[config.mk]
export PLATFORM = sky130hd
export DESIGN_NAME = fetch_stream_unit
export DESIGN_NICKNAME = d
export VERILOG_FILES = /design/src/rtl/fetch_pkg.sv /design/src/rtl/instr_queue.sv /design/src/rtl/fetch_stream_unit.sv
export SDC_FILE = /design/constraint.sdc
export NUM_CORES = 1
export LEC_CHECK = 0
export CORE_ASPECT_RATIO = 1.4
export CORE_MARGIN = 2
export CORE_UTILIZATION = 50
export CTS_CLUSTER_SIZE = 28
export DETAILED_ROUTE_END_ITERATION = 12
export PLACE_DENSITY = 0.74
export REMOVE_ABC_BUFFERS = 1
export SLEW_MARGIN = 15
export SYNTH_ARGS = -nofsm -noshare
export SYNTH_HDL_FRONTEND = slang
export SYNTH_SLANG_ARGS = --single-unit
[constraint.sdc]
create_clock -name clk -period 8.68 [get_ports clk]
set_clock_uncertainty 0.05 [all_clocks]
set_input_delay 1.736 -clock clk [delete_from_list [all_inputs] [get_ports clk]]
set_output_delay 1.736 -clock clk [all_outputs]
set_load 0.01 [all_outputs]
[src/rtl/fetch_pkg.sv]
// Shared constants, default widths and helpers for the fetch stream unit.
package fetch_pkg;

    localparam int DEF_DATA_W = 16;
    localparam int DEF_ADDR_W = 16;

    localparam logic [DEF_DATA_W-1:0] NOP = 16'h0;

    typedef struct packed {
        logic [DEF_DATA_W-1:0] instr;
        logic [DEF_ADDR_W-1:0] pc;
    } entry_t;

    // Bits needed to hold a count in 0..n.
    function automatic int cnt_w(input int n);
        return $clog2(n + 1);
    endfunction

    function automatic int ptr_w(input int n);
        return (n > 1) ? $clog2(n) : 1;
    endfunction

endpackage

[src/rtl/instr_queue.sv]
// Circular instruction queue: FETCH_W-wide push, ISSUE_W-wide head window.
// Writes land at the clock edge and show on the head window a cycle later.
module instr_queue
    import fetch_pkg::*;
#(
    parameter int DATA_W  = DEF_DATA_W,
    parameter int ADDR_W  = DEF_ADDR_W,
    parameter int FETCH_W = 2,
    parameter int ISSUE_W = 2,
    parameter int QDEPTH  = 8
) (
    input  logic                      clk,
    input  logic                      reset,
    input  logic                      flush,
    input  logic                      wr_en,
    input  logic [FETCH_W*DATA_W-1:0] wr_instr,
    input  logic [ADDR_W-1:0]         wr_pc,
    input  logic [cnt_w(ISSUE_W)-1:0] pop,
    output logic [ISSUE_W-1:0]        valid,
    output logic [ISSUE_W*DATA_W-1:0] rd_instr,
    output logic [ISSUE_W*ADDR_W-1:0] rd_pc,
    output logic [cnt_w(QDEPTH)-1:0]  count
);

    localparam int CNT_W = cnt_w(QDEPTH);
    localparam int PTR_W = ptr_w(QDEPTH);
    localparam logic [DATA_W-1:0] NOP_W = DATA_W'(NOP);

    typedef struct packed {
        logic [DATA_W-1:0] instr;
        logic [ADDR_W-1:0] pc;
    } qent_t;

    qent_t            mem [QDEPTH];
    logic [PTR_W-1:0] rd_ptr;
    logic [PTR_W-1:0] wr_ptr;
    logic [CNT_W-1:0] cnt;

    always_ff @(posedge clk) begin
        if (wr_en && !flush) begin
            for (int i = 0; i < FETCH_W; i++) begin
                mem[wr_ptr + PTR_W'(i)] <= '{
                    instr: wr_instr[i*DATA_W +: DATA_W],
                    pc:    wr_pc + ADDR_W'(i)
                };
            end
        end
    end

    // pop is pre-clamped by the caller to the current occupancy.
    always_ff @(posedge clk or negedge reset) begin
        if (!reset) begin
            rd_ptr <= '0;
            wr_ptr <= '0;
            cnt    <= '0;
        end else if (flush) begin
            rd_ptr <= '0;
            wr_ptr <= '0;
            cnt    <= '0;
        end else begin
            if (wr_en) begin
                wr_ptr <= wr_ptr + PTR_W'(FETCH_W);
            end
            rd_ptr <= rd_ptr + PTR_W'(pop);
            cnt    <= cnt + (wr_en ? CNT_W'(FETCH_W) : '0) - CNT_W'(pop);
        end
    end

    always_comb begin
        valid    = '0;
        rd_instr = {ISSUE_W{NOP_W}};
        rd_pc    = '0;
        for (int i = 0; i < ISSUE_W; i++) begin
            if (i < int'(cnt)) begin
                valid[i] = 1'b1;
                rd_instr[i*DATA_W +: DATA_W] = mem[rd_ptr + PTR_W'(i)].instr;
                rd_pc[i*ADDR_W +: ADDR_W]    = mem[rd_ptr + PTR_W'(i)].pc;
            end
        end
    end

    assign count = cnt;

endmodule

[src/rtl/fetch_stream_unit.sv]
// Multi-wide fetch stage: paced memory requests, epoch-tagged responses,
// and a decoupling queue feeding decode.
module fetch_stream_unit
    import fetch_pkg::*;
#(
    parameter int DATA_W  = DEF_DATA_W,
    parameter int ADDR_W  = DEF_ADDR_W,
    parameter int FETCH_W = 2,
    parameter int ISSUE_W = 2,
    parameter int QDEPTH  = 8,
    parameter logic [ADDR_W-1:0] RESET_PC = '0
) (
    input  logic                      clk,
    input  logic                      reset,
    input  logic                      redirect,
    input  logic [ADDR_W-1:0]         redirect_pc,
    input  logic                      stall,
    input  logic [cnt_w(ISSUE_W)-1:0] dec_take,
    output logic                      imem_req,
    output logic [ADDR_W-1:0]         imem_addr,
    input  logic [FETCH_W*DATA_W-1:0] imem_rdata,
    output logic [ISSUE_W-1:0]        out_valid,
    output logic [ISSUE_W*DATA_W-1:0] out_instr,
    output logic [ISSUE_W*ADDR_W-1:0] out_pc,
    output logic [cnt_w(QDEPTH)-1:0]  q_count
);

    localparam int TAKE_W = cnt_w(ISSUE_W);

    logic [ADDR_W-1:0] pc;
    logic [ADDR_W-1:0] rsp_pc;
    logic              inflight;
    logic              epoch;
    logic              rsp_epoch;
    logic              fetch_go;
    logic              wr_en;
    logic [TAKE_W-1:0] take;
    int                take_lim;
    int                need;

    always_comb begin
        take_lim = int'(dec_take);
        if (take_lim > int'(q_count)) take_lim = int'(q_count);
        if (take_lim > ISSUE_W) take_lim = ISSUE_W;
        take = stall ? '0 : TAKE_W'(take_lim);
    end

    // Room check counts the response landing this cycle plus the new one.
    always_comb begin
        need = int'(q_count) - int'(take) + FETCH_W;
        if (inflight) need = need + FETCH_W;
        fetch_go = !redirect && (need <= QDEPTH);
    end

    assign imem_req  = reset && fetch_go;
    assign imem_addr = pc;
    assign wr_en     = inflight && (rsp_epoch == epoch) && !redirect;

    always_ff @(posedge clk or negedge reset) begin
        if (!reset) begin
            pc        <= RESET_PC;
            rsp_pc    <= '0;
            inflight  <= 1'b0;
            epoch     <= 1'b0;
            rsp_epoch <= 1'b0;
        end else begin
            inflight <= fetch_go;
            if (redirect) begin
                pc    <= redirect_pc;
                epoch <= ~epoch;
            end else if (fetch_go) begin
                pc        <= pc + ADDR_W'(FETCH_W);
                rsp_pc    <= pc;
                rsp_epoch <= epoch;
            end
        end
    end

    instr_queue #(
        .DATA_W  (DATA_W),
        .ADDR_W  (ADDR_W),
        .FETCH_W (FETCH_W),
        .ISSUE_W (ISSUE_W),
        .QDEPTH  (QDEPTH)
    ) u_queue (
        .clk      (clk),
        .reset    (reset),
        .flush    (redirect),
        .wr_en    (wr_en),
        .wr_instr (imem_rdata),
        .wr_pc    (rsp_pc),
        .pop      (take),
        .valid    (out_valid),
        .rd_instr (out_instr),
        .rd_pc    (out_pc),
        .count    (q_count)
    );

endmodule

Yosys cells after proc, flatten, opt, wreduce, memory -nomap -nowiden
Memory sizes are Yosys's and may differ from the RTL's.
Index checks and enable logic that the tools add are counted.

storage, ports and cells
  logic and storage cells = 56
  memories = 1
  bits in registers = 45
  output and inout port bits = 87
  input bits = 54
  bits in writable memories = 256

memories
  memory       depth  bits a word  read ports  clocked after Yosys merged registers in  write ports  RTL line           source
  u_queue.mem  8      32           2           0                                        2            instr_queue.sv:34  qent_t mem [QDEPTH];

operators by class
  reductions and logical operators = 9
  $add $sub $neg = 11
  muxes and demuxes = 19
  $lt $le $gt $ge = 5
  bitwise logic cells = 2
  equality and inequality tests = 1

operators by type and width
  cell                                                            count
  two-way mux 16 bit                                              6
  <= comparator 32 x 5 -> 1 bit (second input constant)           1
  two-way mux 32 bit                                              1
  adder 16 x 1 -> 16 bit (second input constant)                  1
  adder 16 x 2 -> 16 bit (second input constant)                  1
  two-way mux 3 bit                                               3
  less-than comparator 1 x 4 -> 1 bit (first input constant)      2
  two-way mux 4 bit                                               2
  adder 6 x 3 -> 7 bit (second input constant)                    1
  adder 3 x 1 -> 3 bit (second input constant)                    2
  adder 5 x 3 -> 6 bit (second input constant)                    1
  two-way mux 2 bit                                               3
  logical AND 1 bit                                               5
  subtractor 4 x 2 -> 5 bit                                       1
  adder 4 bit                                                     1
  greater-than comparator 2 x 4 -> 1 bit                          1
  greater-than comparator 4 x 2 -> 1 bit (second input constant)  1
  two-way mux 1 bit                                               4
  nonzero test 2 bit                                              2
  subtractor 4 x 2 -> 4 bit                                       1
  adder 3 x 2 -> 3 bit                                            1
  adder 3 x 2 -> 3 bit (second input constant)                    1
  inverter 1 bit                                                  2
  AND reduction 2 bit                                             1
  2 further kinds                                                 2

Depth between registers and ports, before layout
  word-level depth = 13
  depth in mapped cells = 21
  depth with buffers taken out = 20

Cells and area by module
From an unflattened synthesis, not the netlist that was laid out.

second synthesis, totals
  cell total of the unflattened synthesis = 1546
  area total of the unflattened synthesis = 16946.3 sq um

modules (own cells, without submodules)
  module             cells each  area each (sq um)  times used  seq. area each (sq um)
  instr_queue        1312        14712.9            1           7912.6
  fetch_stream_unit  234         2233.4             1           875.8

Worst setup path before layout
No wires, ideal clock.

  path type = input to output
  start = input port dec_take[1]
  end = output port imem_req
  path slack = 1.327 ns
  data arrival time = 5.567 ns
  data required time = 6.894 ns
  stages = 20
  buffers on the path = 1
  cell sequence = ha_1 > nor2b_1 > o211ai_1 > nand3b_1 > o31a_1 > nor2_1 > ha_1 > inv_1 > fa_1 > xnor2_1 > ha_1 > nor4bb_1 > and2_1 > o31ai_1 > a22oi_1 > mux2i_2 > nand3_1 > buf_2 > inv_1 > and2_1

between the ends
  longest elaborated chain between the ends = 12

RTL lines
  what                                    RTL line                 source
  from (decl)                             fetch_stream_unit.sv:18  input logic [cnt_w(ISSUE_W)-1:0] dec_take,
  greater-than comparator 2 x 4 -> 1 bit  fetch_stream_unit.sv:43  if (take_lim > int'(q_count)) take_lim = int'(q_count);
  two-way mux 4 bit (*)                   fetch_stream_unit.sv:43
  greater-than comparator 4 x 2 -> 1 bit  fetch_stream_unit.sv:44  if (take_lim > ISSUE_W) take_lim = ISSUE_W;
  two-way mux 2 bit (*)                   fetch_stream_unit.sv:44
  two-way mux 2 bit (*)                   fetch_stream_unit.sv:45  take = stall ? '0 : TAKE_W'(take_lim);
  subtractor 4 x 2 -> 5 bit (*)           fetch_stream_unit.sv:50  need = int'(q_count) - int'(take) + FETCH_W;
  adder 5 x 3 -> 6 bit (*)                fetch_stream_unit.sv:50
  adder 6 x 3 -> 7 bit                    fetch_stream_unit.sv:51  if (inflight) need = need + FETCH_W;
  two-way mux 32 bit (*)                  fetch_stream_unit.sv:51
  <= comparator 32 x 5 -> 1 bit (*)       fetch_stream_unit.sv:52  fetch_go = !redirect && (need <= QDEPTH);
  logical AND 1 bit (*)                   fetch_stream_unit.sv:52
  net fetch_go                            fetch_stream_unit.sv:35  logic fetch_go;
  logical AND 1 bit (*)                   fetch_stream_unit.sv:55  assign imem_req = reset && fetch_go;
  to (decl)                               fetch_stream_unit.sv:19  output logic imem_req,

Mark *: on every way through the listed nets, which the timed path passes. The rest lies on a longest branch.

Worst setup path in the final report
Ends and elaborated chain as after synthesis.

==> impl_results.md <==
* Setup tns final at 0 ns
* Synth Area in Adders at 0.01802
* Mapped cell area at 16,250 µm²
* Max Cap Viol at 0
* Post-synthesis mux area share at 0.2109
* TritonCTS clock tree: yes
* Antenna violations before repair at 1
* IO Pins at 141
* # H-tree levels at 1
* Drt via density at 6.062
* Synthesis Warnings at 0
* Worst IR drop on VDD at 0.0003039 V
* First drt pass iteration count at 6
* Routed wire length at just under 40,000 µm
* Synth-to-layout area growth at 15.57%
* Root buffer cell: clkbuf_16
* Detail Route Antenna Nets at 0
* Die width at approximately 160 µm
* CTS Buffer Depth at 3
* GRT Total Usage at 0.2338
* Highest routed layer: met4
* Die height at 217.3 µm
* CORE AREA at approximately 32,000 µm²
* EDFF count, synth at 256
* Xor/xnor share of the synthesized area at 0.04211
* CP Launch Type: input pin
* Hold WS at between 0.4 and 0.5 ns
* R2r setup slk at 3.43 ns
* Post-layout min period at around 8.3 ns
* Crit-path max FO at 5
* Slowest-stage cell, CP: clkdlybuf4s50_1
* CTS Buf Count at 29
* Slew at the pin with the worst max-slew slack at 1.120 ns
* Avg Cell Area, Syn at between 10 and 15 µm²
* Simple-gate area share of the yosys netlist at 0.1165
* Yosys top cell by area: edfxtp_1
* Status: finished clean
* Hold_buf cts at 0
* Worst R2R Path Depth at 21
* Leakage at 6.561 nW
* WS Path Type: in2out
* Compound-Gate Fraction of Synth Area at 0.02902
* Hpwl dp at between 20,000 and 25,000 µm
* Commonest non-fill, non-tap cell in the layout: nand2_1
* Post-CTS setup buffers at 0
* DRC violations left at 0
* Most frequent cells in the layout: 326 x nand2_1, 256 x edfxtp_1, 139 x clkdlybuf4s50_1
* Share of layout cells above drive strength 1 at 0.1712
* Vias in the first global route at 10,999
* Max-Slew Margin vs Limit at 0.2534
* Final period utilization at 0.9556
* Final hold vios at 0
* Clock Sinks at 300
* Post-synth top area share at 0.4730
* Netlist cell types at 49
* Hold path start: epoch$_DFFE_PN0P_
* Total grt overflow at 0
* CP Cell Sequence: clkdlybuf4s50_1, ha_1, nor2b_1, o211ai_1, nand3b_1, o31a_1, nor2_1, ha_1, inv_1, fa_1, xnor2_1, ha_1, nor4bb_1, and2_1, o31ai_1, a22oi_1, mux2i_2, nand3_1, inv_1, and2_1, clkdlybuf4s50_1
* Port Buffers at between 100 and 150
* Net count, final at about 1,400
* Vias at between 10,000 and 15,000
* Post-CTS sizing at 0
* Top cell by count, worst path: ha_1
* Ys async rst share at 0.1467
* PD cells at approximately 310 nW/µm²
* RSZ-0062 raised after global routing: no
* Crit path DAT at ~6.5 ns
* DIE AREA at around 34,000 µm²
* Largest family of logic cells by synthesized area: multiplexers
* Reg2reg end: imem_addr[13]$_DFFE_PN0P_
* Register area share after synthesis at 0.5408
* Max-slew violations at 0
* GP Congestion at between 0.8 and 0.9
* Reg2reg start: u_queue.count[1]$_DFF_PN0_
* Initial Utilization at 0.5046
* Synth top area cells: edfxtp_1 47%, mux4_2 18%, nand2_1 7.6%
* FMAX at roughly 0.12 GHz
* Hold Path Cell Cnt at 1
* Critical Path RT at approximately 7 ns
* Tot Pwr at around 5.8 mW
* Worst path max stage delay at 0.53 ns
* WL/cell at 22.36 µm
* Largest net degree at the start of global routing at just under 70
* CP Capture Type: primary output
* Hold Path Class: reg2reg
* Final Setup Violations at 0
* Post-synth top flop: edfxtp_1
* Clock transition at path regs at roughly 0.06 ns
* Core Rows at roughly 80
* First-pass GRT wire length at around 61,000 µm
* Routed wl met3 at 2864 µm
* Met2 WL at between 20,000 and 25,000 µm
* Later-pin clock latency in the skew report at between 0.5 and 0.6 ns
* DR iter-0 viols at a little over 800
* M1 WL at ~14,000 µm
* Worst Hold Path EP: epoch$_DFFE_PN0P_
* Mapped Cells at about 1,300
* Seq cells post-synth at 300
stage by stage:
stage               area, µm²  setup slack (ns)  cells  utilization
finish                  18780            0.3851   1762       0.5832
global route            18780           0.06168   1762       0.5832
CTS                     18750            0.4002   1760       0.5822
detailed placement      17770            0.4181   1707       0.5517
global placement        17770            0.5396   1707       0.5517
floorplan               15660            0.5551   1148            -
state kept, by name (all words and copies together), names as in the netlist:
name	cells
epoch	1
imem_addr	16
u_queue.rd_ptr	3
u_queue.count	4
rsp_epoch	1
u_queue.mem	256
inflight	1
rsp_pc	16
u_queue.wr_ptr	2
cells by family after synthesis:
logic type / count (synthesis)
and+or+nand+nor: 469
DFF: 300
adders and majority gates: 21
xor gates and xnor gates: 75
AOI/OAI and AO/OA: 77
muxes: 180
buffers and inverters: 181
critical path: cells and delay by family:
| family | cells | cell delay [ns] |
|---|---|---|
| xor gates and xnor gates | 1 | 0.32 |
| and+or+nand+nor | 7 | 0.99 |
| muxes | 1 | 0.24 |
| adders and majority gates | 4 | 1.26 |
| buffers and inverters | 4 | 1.13 |
| AOI/OAI and AO/OA | 4 | 0.83 |
report_power, final:
group          total [mW]  internal [mW]  switching [mW]
combinational        2.43           1.23            1.20
sequential           2.07           1.81           0.265
clock                1.32          0.789           0.534
total                5.83           3.83            2.00
synthesized netlist by cell type, types with 2 or more instances:
library cell	number
nand2_1	330
edfxtp_1	256
mux4_2	128
clkbuf_1	127
nor2_1	82
dfrtp_1	44
xor2_1	39
mux2i_1	35
a21oi_1	34
xnor2_1	34
inv_1	26
buf_1	23
nand3_1	21
ha_1	17
o21ai_0	17
mux2_2	14
nor2b_1	7
a31oi_1	4
fa_1	4
nand4_1	4
o211ai_1	4
o31ai_1	4
or2_2	4
or4_1	4
and2_1	3
and3_1	3
buf_2	3
nor3_1	3
o21a_1	3
a22oi_1	2
mux2_1	2
nand2b_1	2
o311ai_0	2
o31a_1	2
xnor3_1	2
worst max path at each step:
stage	depth (start not counted)	startpoint	to	slack (ns)
after floorplan	4	u_queue.rd_ptr[0]$_DFF_PN0_	out_instr[16]	0.56
after global routing	21	dec_take[1]	imem_req	0.06
after global placement	21	dec_take[1]	imem_req	0.54
final	21	dec_take[1]	imem_req	0.39
after detailed placement	21	dec_take[1]	imem_req	0.42
after CTS	21	dec_take[1]	imem_req	0.40
metal layers:
layer / global-route usage / up-vias
met5: 0 / -
met4: 0.09144 / 0
met3: 0.03047 / 84
met2: 0.4250 / 465
met1: 0.2809 / 5414
li1: - / 4718
layout make-up:
cell class                      instances  area [µm²]
Antenna cell                            1       2.502
Clock inverter                         18       236.5
Fill cell                            2528       13420
Tap cell                              400       500.5
Inverter                               26       97.59
Sequential cell                       300        8797
Clock buffer                           35       748.2
Timing Repair Buffer                  160        1567
Multi-Input combinational cell        822        6833
Power figures use the tool's default switching activity.
